===== src/rtl/axis_spi_slave.sv =====
// SPI target endpoint: MOSI words leave on m_axis, s_axis words shift out on MISO.
// Optional sticky overrun/underrun status ports when AXIS_SPI_SLAVE_STATUS_EN is defined.
module axis_spi_slave #(
    parameter int DATA_WIDTH  = 8,
    parameter int SYNC_STAGES = 2
) (
    input  logic                  clk_i,
    input  logic                  rst_i,
    input  logic                  cpol_i,
    input  logic                  cpha_i,
    input  logic                  spi_sclk_i,
    input  logic                  spi_cs_n_i,
    input  logic                  spi_mosi_i,
    output logic                  spi_miso_o,
    output logic                  spi_miso_oe_o,
    input  logic [DATA_WIDTH-1:0] s_axis_tdata,
    input  logic                  s_axis_tvalid,
    output logic                  s_axis_tready,
    output logic [DATA_WIDTH-1:0] m_axis_tdata,
    output logic                  m_axis_tvalid,
    input  logic                  m_axis_tready
`ifdef AXIS_SPI_SLAVE_STATUS_EN
    ,
    output logic                  overrun_o,
    output logic                  underrun_o
`endif
);

    localparam int CW = (DATA_WIDTH > 1) ? $clog2(DATA_WIDTH) : 1;
    localparam logic [CW-1:0] LAST_BIT = CW'(DATA_WIDTH - 1);

    typedef enum logic [1:0] {
        ST_IDLE,
        ST_LOAD,
        ST_ACTIVE
    } state_t;

    state_t                 state_q, state_d;
    logic [SYNC_STAGES-1:0] sclk_sync_q, sclk_sync_d;
    logic [SYNC_STAGES-1:0] cs_sync_q, cs_sync_d;
    logic [SYNC_STAGES-1:0] mosi_sync_q, mosi_sync_d;
    logic                   sclk_c_q, sclk_c_d;
    logic                   sclk_prev_q, sclk_prev_d;
    logic                   cs_c_q, cs_c_d;
    logic                   cs_prev_q, cs_prev_d;
    logic                   mosi_c_q, mosi_c_d;
    logic                   cpol_q, cpol_d;
    logic                   cpha_q, cpha_d;
    logic [CW-1:0]          bit_cnt_q, bit_cnt_d;
    logic [DATA_WIDTH-1:0]  tx_q, tx_d;
    logic [DATA_WIDTH-2:0]  rx_q, rx_d;
    logic [DATA_WIDTH-1:0]  m_tdata_q, m_tdata_d;
    logic                   m_tvalid_q, m_tvalid_d;
`ifdef AXIS_SPI_SLAVE_STATUS_EN
    logic                   overrun_q, overrun_d;
    logic                   underrun_q, underrun_d;
`endif

    logic                   sclk_rise, sclk_fall, lead_e, trail_e;
    logic                   sample_e, shift_e, cs_fall;
    logic                   tx_load, word_done;
    logic [DATA_WIDTH-1:0]  rx_next;

    // Edge detect runs one register behind the synchronizer so that every
    // pin-driven action lands SYNC_STAGES+2 cycles after the pin edge.
    assign sclk_rise = sclk_c_q & ~sclk_prev_q;
    assign sclk_fall = ~sclk_c_q & sclk_prev_q;
    assign lead_e    = cpol_q ? sclk_fall : sclk_rise;
    assign trail_e   = cpol_q ? sclk_rise : sclk_fall;
    assign sample_e  = cpha_q ? trail_e : lead_e;
    assign shift_e   = cpha_q ? lead_e : trail_e;
    assign cs_fall   = ~cs_c_q & cs_prev_q;
    assign rx_next   = {rx_q, mosi_c_q};

    always_comb begin
        sclk_sync_d   = {sclk_sync_q[SYNC_STAGES-2:0], spi_sclk_i};
        cs_sync_d     = {cs_sync_q[SYNC_STAGES-2:0], spi_cs_n_i};
        mosi_sync_d   = {mosi_sync_q[SYNC_STAGES-2:0], spi_mosi_i};
        sclk_c_d      = sclk_sync_q[SYNC_STAGES-1];
        cs_c_d        = cs_sync_q[SYNC_STAGES-1];
        mosi_c_d      = mosi_sync_q[SYNC_STAGES-1];
        sclk_prev_d   = sclk_c_q;
        cs_prev_d     = cs_c_q;
        state_d       = state_q;
        cpol_d        = cpol_q;
        cpha_d        = cpha_q;
        bit_cnt_d     = bit_cnt_q;
        tx_d          = tx_q;
        rx_d          = rx_q;
        m_tdata_d     = m_tdata_q;
        m_tvalid_d    = m_tvalid_q;
        tx_load       = 1'b0;
        word_done     = 1'b0;
`ifdef AXIS_SPI_SLAVE_STATUS_EN
        overrun_d     = overrun_q;
        underrun_d    = underrun_q;
`endif

        if (m_tvalid_q && m_axis_tready) begin
            m_tvalid_d = 1'b0;
        end

        case (state_q)
            ST_IDLE: begin
                if (cs_fall) begin
                    state_d = ST_LOAD;
                    cpol_d  = cpol_i;
                    cpha_d  = cpha_i;
`ifdef AXIS_SPI_SLAVE_STATUS_EN
                    overrun_d  = 1'b0;
                    underrun_d = 1'b0;
`endif
                end
            end
            ST_LOAD: begin
                tx_load   = 1'b1;
                bit_cnt_d = '0;
                rx_d      = '0;
                state_d   = ST_ACTIVE;
            end
            ST_ACTIVE: begin
                if (cs_c_q) begin
                    state_d   = ST_IDLE;
                    bit_cnt_d = '0;
                end else if (sample_e) begin
                    rx_d = rx_next[DATA_WIDTH-2:0];
                    if (bit_cnt_q == LAST_BIT) begin
                        bit_cnt_d = '0;
                        word_done = 1'b1;
                        tx_load   = cpha_q;
                    end else begin
                        bit_cnt_d = bit_cnt_q + CW'(1);
                    end
                end else if (shift_e) begin
                    // Counter at zero means either the first CPHA=1 edge (MSB already
                    // on the pin) or the CPHA=0 edge right after a completed word.
                    if (bit_cnt_q == '0) begin
                        tx_load = ~cpha_q;
                    end else begin
                        tx_d = {tx_q[DATA_WIDTH-2:0], 1'b0};
                    end
                end
            end
            default: state_d = ST_IDLE;
        endcase

        if (tx_load) begin
            if (s_axis_tvalid) begin
                tx_d = s_axis_tdata;
            end else begin
                tx_d = '0;
`ifdef AXIS_SPI_SLAVE_STATUS_EN
                underrun_d = 1'b1;
`endif
            end
        end

        if (word_done) begin
            if (!m_tvalid_q || m_axis_tready) begin
                m_tdata_d  = rx_next;
                m_tvalid_d = 1'b1;
            end else begin
`ifdef AXIS_SPI_SLAVE_STATUS_EN
                overrun_d = 1'b1;
`endif
            end
        end

        s_axis_tready = tx_load & s_axis_tvalid & ~rst_i;
    end

    // CS sync resets low so a CS already held low at reset release is not seen as a fall.
    always_ff @(posedge clk_i) begin
        if (rst_i) begin
            state_q     <= ST_IDLE;
            sclk_sync_q <= '0;
            cs_sync_q   <= '0;
            mosi_sync_q <= '0;
            sclk_c_q    <= 1'b0;
            cs_c_q      <= 1'b0;
            mosi_c_q    <= 1'b0;
            sclk_prev_q <= 1'b0;
            cs_prev_q   <= 1'b0;
            cpol_q      <= 1'b0;
            cpha_q      <= 1'b0;
            bit_cnt_q   <= '0;
            tx_q        <= '0;
            rx_q        <= '0;
            m_tdata_q   <= '0;
            m_tvalid_q  <= 1'b0;
`ifdef AXIS_SPI_SLAVE_STATUS_EN
            overrun_q   <= 1'b0;
            underrun_q  <= 1'b0;
`endif
        end else begin
            state_q     <= state_d;
            sclk_sync_q <= sclk_sync_d;
            cs_sync_q   <= cs_sync_d;
            mosi_sync_q <= mosi_sync_d;
            sclk_c_q    <= sclk_c_d;
            cs_c_q      <= cs_c_d;
            mosi_c_q    <= mosi_c_d;
            sclk_prev_q <= sclk_prev_d;
            cs_prev_q   <= cs_prev_d;
            cpol_q      <= cpol_d;
            cpha_q      <= cpha_d;
            bit_cnt_q   <= bit_cnt_d;
            tx_q        <= tx_d;
            rx_q        <= rx_d;
            m_tdata_q   <= m_tdata_d;
            m_tvalid_q  <= m_tvalid_d;
`ifdef AXIS_SPI_SLAVE_STATUS_EN
            overrun_q   <= overrun_d;
            underrun_q  <= underrun_d;
`endif
        end
    end

    assign spi_miso_o    = tx_q[DATA_WIDTH-1];
    assign spi_miso_oe_o = (state_q != ST_IDLE);
    assign m_axis_tdata  = m_tdata_q;
    assign m_axis_tvalid = m_tvalid_q;
`ifdef AXIS_SPI_SLAVE_STATUS_EN
    assign overrun_o     = overrun_q;
    assign underrun_o    = underrun_q;
`endif

endmodule


===== config.mk =====
export PLATFORM = sky130hd
export DESIGN_NAME = axis_spi_slave
export DESIGN_NICKNAME = d
export VERILOG_FILES = /design/src/rtl/axis_spi_slave.sv
export SDC_FILE = /design/constraint.sdc
export NUM_CORES = 1
export LEC_CHECK = 0
export ABC_CLOCK_PERIOD_IN_PS = 2300
export CAP_MARGIN = 20
export CORE_MARGIN = 2
export CORE_UTILIZATION = 45
export DETAILED_ROUTE_END_ITERATION = 10
export PLACE_DENSITY_LB_ADDON = 0.05
export SETUP_SLACK_MARGIN = 0.2
export SLEW_MARGIN = 0
export SYNTH_ARGS = -nofsm -noshare
export SYNTH_HDL_FRONTEND = slang
export SYNTH_SLANG_ARGS = --single-unit

===== constraint.sdc =====
create_clock -name clk_i -period 2.3 [get_ports clk_i]
set_input_delay 0.23 -clock clk_i [delete_from_list [all_inputs] [get_ports clk_i]]
set_output_delay 0.23 -clock clk_i [all_outputs]
set_load 0.05 [all_outputs]

==> results of run 1 <==
[power breakdown]
group	total (µW)	internal [µW]	leakage [µW]	switching, µW
clock network	566	324	0.0000514	242
registers	738	734	0.000340	3.49
logic	72.9	40.7	0.000478	32.2
[worst max-delay path, delay by kind of cell, from the launching register on]
kind,cells,cell delay [ps]
flops,1,340
buf+inv,1,170
compound gates,2,280
fa+ha+maj,2,320
simple gates,3,400
[worst min path at each step]
| stage | from | endpoint |
|---|---|---|
| after floorplan | spi_cs_n_i | cs_sync_q[0] |
| after global placement | cs_sync_q[0] | cs_sync_q[1] |
| after detailed placement | cs_sync_q[0] | cs_sync_q[1] |
| after CTS | cs_sync_q[0] | cs_sync_q[1] |
| after global routing | cs_sync_q[0] | cs_sync_q[1] |
| final | cs_sync_q[1] | cs_c_q |
[flip-flops by register name, summed over array words and instances, names as in the netlist, 2 cells and up]
register and count:
tx_q 8, state_q 2, mosi_sync_q 2, bit_cnt_q 3, sclk_sync_q 2, cs_sync_q 2
m_axis_tdata 8, rx_q 7
[per-stage QoR]
step | cells | hold slack [ps] | setup WS [ps]
floorplan | 185 | 358 | 244
global placement | 258 | 417 | 394
detailed placement | 258 | 428 | 342
CTS | 266 | 448 | 212
global route | 267 | 450 | 134
finish | 267 | 443 | 283
[cell families after synthesis]
kind of cell               count (synthesis)
and+or+nand+nor                           63
DFF                                       42
AOI/OAI and AO/OA                         28
muxes                                     28
buffers and inverters                     17
adders and majority gates                  6
xor gates and xnor gates                   1
[timing repair]
item / CTS / global route
hold endpoints to repair: 0 / 0
hold buffers: 0 / 0
endpoints found under the setup margin: 1 / 7
gates resized for setup: 3 / 8
pin swaps: 1 / 2
buffers inserted: 0 / 1
[placed cells by master, fill, tap and decap left out, types with 6 or more instances in the layout]
cell type and n:
buf_4 6, nor2_1 22, and2_1 7, a21oi_1 8, inv_1 7, mux2i_1 27
dfxtp_1 41, nor2b_1 13, a221oi_1 7, clkdlybuf4s50_1 26
[cell type report]
| type | count | area, µm² |
|---|---|---|
| clock buffers | 6 | 72.6 |
| flip-flops and latches | 42 | 842 |
| fillers | 351 | 1600 |
| repair buffers | 34 | 338 |
| multi-input cells | 126 | 966 |
| inverters | 7 | 26.3 |
| well taps | 50 | 62.6 |
| clock inverters | 2 | 37.5 |
[per-layer routing]
| layer | track usage, % | share of wire (%) | vias to the layer above |
|---|---|---|---|
| met5 | 0 | 0 | - |
| met2 | 25.2 | 47 | 20 |
| met3 | 5.00 | 2.9 | 4 |
| met4 | 5.36 | 1.1 | 0 |
| met1 | 21.6 | 49 | 613 |
| li1 | - | - | 694 |
==> results.yml, run 1 <==
synthesis:
  yosys_warnings: 0
  syn-mean-instance-area_um2: 9.87
  synth-simple-area-share_pct: 18.9
  ys_top_cells_by_count: "dfxtp_1, mux2i_1, nor2_1"
  synth-compound-area-share_pct: 11.1
  synthAdderAreaFrac_pct: 4.11
  ys.flop_type: "dfxtp_1"
  synth_top_family_by_area: "simple AND/OR/NAND/NOR gates"
  yosysUniqueCellTypes: 33
  seq_area_frac_synth_pct: 46.0
  yosysTopAreaCell: "dfxtp_1"
  yosysMostFrequentCell: "dfxtp_1"
  async_reset_ff_share_pct: 0
  synth_seq_cells: 42
  yosys-top-cells-area: "dfxtp_1, mux2i_1, nor2b_1"
  synth_xor_area_share_pct: 0.890
  synth-edff-count: 0
  syn-num-nets: 208
  syn_inst: 185
  synth_mux_area_share_pct: 15.4
  synth_area_mm2: 0.00183
  synth_top_cell_area_share_pct: 46.0
critical_path:
  arrival_ps: 1790
  cp.required_ps: 2070
  critPathLaunch: "bit_cnt_q[0]"
  endpoint: "s_axis_tready"
  cp_slowest_cell: "dfxtp_2"
  crit_type: "reg -> out"
  setup.worst_path.end_class: "output pin"
  crit_chain: "ha_1 -> ha_2 -> nand2_1 -> o21ai_1 -> a31o_2 -> nand2_4 -> nor3b_4 -> buf_12"
  max_stage_delay_ps: 340
  critPathLaunchType: "flip-flop"
  r2r_end: "m_axis_tdata[7]"
  worstReg2RegStart: "cpha_q"
  crit_fanout: 8
  reg2regPathDepth: 5
  r2r_slack_ps: 420
clock_tree:
  clk_latency_ps: 280
  cts_tree: "built"
  clock_path_buffers: 2
  htree_levels: 2
  cts-buffers-inserted: 5
  cts_root_buf: "clkbuf_8"
  clkTransAtPathRegs_ps: 80
  numClockSinks: 42
grt:
  grt_usage_pct: 16.3
  antenna_found_initial: 0
  grt_overflow: 0
  grt_pass1_wl_um: 5650
  grt_pass1_vias: 1228
  grt_max_degree: 26
timing:
  fin_skew_ps: 4.58
  slew_headroom_pct: 63.3
  fmax_ghz: 0.496
  worst_pin_slew_ps: 549
  fin_crit_sh_pct: 87.7
  rsz0062_at_grt: "yes"
  drv_slew: 0
  final-hold-violation-count: 0
  finalCriticalPeriod_ps: 2020
  finalSetupTns_ps: 0
  setup-violations-final: 0
pwr:
  ir_drop_mv: 0.430
  power_uw: 1380
  leakage_uw: 0.000869
  powerDensity_mw_per_mm2: 587
hold_path:
  hold_path.class: "reg -> reg"
  hold_depth: 1
cells_and_area:
  nets: 239
  diodes: 0
  fin_area_mm2: 0.00234
  utilization_pct: 59.5
  drive_gt1_share_pct: 13.4
  area_growth_pct: 28.4
flow_run:
  timing.max_cap.violations: 0
drt:
  routedWlPerCell_um: 12.8
  drt-pass1-iter-count: 4
  num_vias: 1331
  drt_iter0_drc: 95
  drt-total-wl_um: 3410
  viasPerCell: 4.99
  ant_nets: 0
  drc: 0
placement:
  port_buffers: 28
  place_congestion: 0.796
  dpl.hpwl_um: 2450
  place_area_mm2: 0.00219
status:
  status: "complete, no violations"
floorplanning:
  start_util_pct: 46.3
  core_area_mm2: 0.00394
  row_count: 23
  die-height_um: 67.7
  dieArea_mm2: 0.00459
  die_x_um: 67.7
  io_pins: 29
(Power assumes the default switching activity.)
==> run 2: changes to the inputs <==
CORE_UTILIZATION = 52   (was 45)
==> run 2 against run 1 <==
Compared with the run above:
- cell area grew 3.8%
- clock skew grew 8.3 ps
- combinational power grew 4.8%
- first-iteration DRC count shrank 57%
- maximum frequency shrank 3.6%
- via count grew 7.0%
- die area shrank 13%
- sequential cell count is the same
- final cell count grew 0.75%
- largest cell class unchanged
- largest power group unchanged
- highest routed layer unchanged
==> results.yml, run 2 (same netlist as run 1, synthesis figures left out) <==
timing:
  worst_pin_slew_ps: 567
  finalCriticalPeriod_ps: 2090
  fmax_ghz: 0.478
  drv_slew: 0
  fin_crit_sh_pct: 91.0
  rsz0062_at_grt: "yes"
  fin_skew_ps: 12.9
  slew_headroom_pct: 62.1
  setup-violations-final: 0
  final-hold-violation-count: 0
  finalSetupTns_ps: 0
critical_path:
  r2r_slack_ps: 350
  crit_type: "reg -> out"
  worstReg2RegStart: "cpha_q"
  crit_fanout: 5
  r2r_end: "m_axis_tdata[4]"
  reg2regPathDepth: 5
  critPathLaunchType: "flip-flop"
  arrival_ps: 1860
  cp.required_ps: 2070
  setup.worst_path.end_class: "output pin"
cells_and_area:
  finalNonFillerCells: 269
  fin_area_mm2: 0.00243
  area_growth_pct: 33.3
  diodes: 0
  utilization_pct: 72.4
  nets: 245
  layout_common_cells: "dfxtp_1, mux2i_1, clkdlybuf4s50_1"
  drive_gt1_share_pct: 22.4
  final_common_cell: "dfxtp_1"
grt:
  grt_usage_pct: 18.4
  grt_overflow: 0
  groute.layer.met2.usage_pct: 31.4
  antenna_found_initial: 0
  grtUsageMet1_pct: 21.0
  grt_pass1_vias: 1354
  grt_pass1_wl_um: 5820
  grtUsageMet3_pct: 6.07
  grt_max_degree: 26
  top_usage_layer: "met2"
pwr:
  leakage_uw: 0.000860
  powerDensity_mw_per_mm2: 486
  ir_drop_mv: 0.535
hold_path:
  hold_path_end: "sclk_sync_q[0]"
  hold_path.class: "in -> reg"
  hold_depth: 2
  hp-start: "spi_sclk_i"
clock_tree:
  numClockSinks: 42
  cts-buffers-inserted: 5
  clk_latency_ps: 360
  clock_path_buffers: 2
  htree_levels: 2
  clkTransAtPathRegs_ps: 130
  cts_root_buf: "clkbuf_4"
  cts_tree: "built"
drt:
  num_vias: 1424
  drt_iter0_drc: 41
  drt-total-wl_um: 3640
  viasPerCell: 5.29
  drc: 0
  drt-pass1-iter-count: 4
  ant_nets: 0
  routedWlPerCell_um: 13.5
placement:
  place_area_mm2: 0.00218
  post-place-cells: 254
  dpl.hpwl_um: 2410
  place_congestion: 0.754
  port_buffers: 28
floorplanning:
  core_area_mm2: 0.00336
  die-height_um: 63.3
  io_pins: 29
  row_count: 21
  die_x_um: 63.3
  dieArea_mm2: 0.00400
  start_util_pct: 54.3
flow_run:
  timing.max_cap.violations: 0
status:
  status: "complete, no violations"
==> run 2: cell types whose count changed in the layout (fill, tap and decap cells not counted), moves of 3 or more <==
cell | previous run | this run
clkbuf_4 | 0 | 5
dfxtp_1 | 41 | 37
inv_1 | 7 | 4
ha_4 | 0 | 4
clkbuf_8 | 5 | 0
buf_4 | 6 | 11
ha_1 | 5 | 1
dfxtp_2 | 1 | 4
==> run 2: layer usage <==
metal  vias up  share of wire (%)
li1        709                  -
met1       672                 45
met2        33                 49
met3        10                4.0
met4         0                2.4
met5         -                  0
==> run 2: timing repair <==
action	4_1_cts	5_1_grt
setup endpoints to repair	2	8
buffers inserted	0	7
hold buffers	0	0
gates resized for setup	5	30
gates cloned	0	0
pin swaps	1	4
==> run 2: metrics by stage <==
stage          hold WS (ps)  worst slack (ps)  power (µW)
2_1_floorplan           358               244         790
3_3_place_gp            416               438         824
3_5_place_dp            429               384         827
4_1_cts                 403               145        1190
5_1_grt                 394               136        1240
6_report                406               208        1180
==> run 2: power breakdown <==
part / switching (µW) / total [µW] / internal (µW)
clock: 251 / 370 / 119
combinational: 34.2 / 76.4 / 42.3
sequential: 4.14 / 738 / 734
==> run 2: how the worst max path moves through the flow <==
| stage | from | endpoint | slack (ps) | cells after the start |
|---|---|---|---|---|
| floorplan | state_q[0] | s_axis_tready | 240 | 8 |
| global placement | bit_cnt_q[0] | s_axis_tready | 440 | 8 |
| detailed placement | state_q[1] | rx_q[1] | 380 | 6 |
| CTS | bit_cnt_q[0] | s_axis_tready | 140 | 8 |
| global route | bit_cnt_q[0] | s_axis_tready | 140 | 8 |
| finish | bit_cnt_q[0] | s_axis_tready | 210 | 8 |
==> run 2: worst max-delay path, stage by stage (launching register included) <==
cell	delay [ps]
dfxtp_4	400
ha_4	140
ha_4	130
nand2_2	60
o21ai_2	80
a31o_4	210
nand2_8	70
nor3b_4	240
buf_12	170
==> run 2: cell type report <==
class	instances	area (µm²)
multi-input cells	126	1060
flip-flops and latches	42	850
fillers	252	928
clock buffers	5	37.5
inverters	7	28.8
clock inverters	3	21.3
repair buffers	40	383
well taps	46	57.6
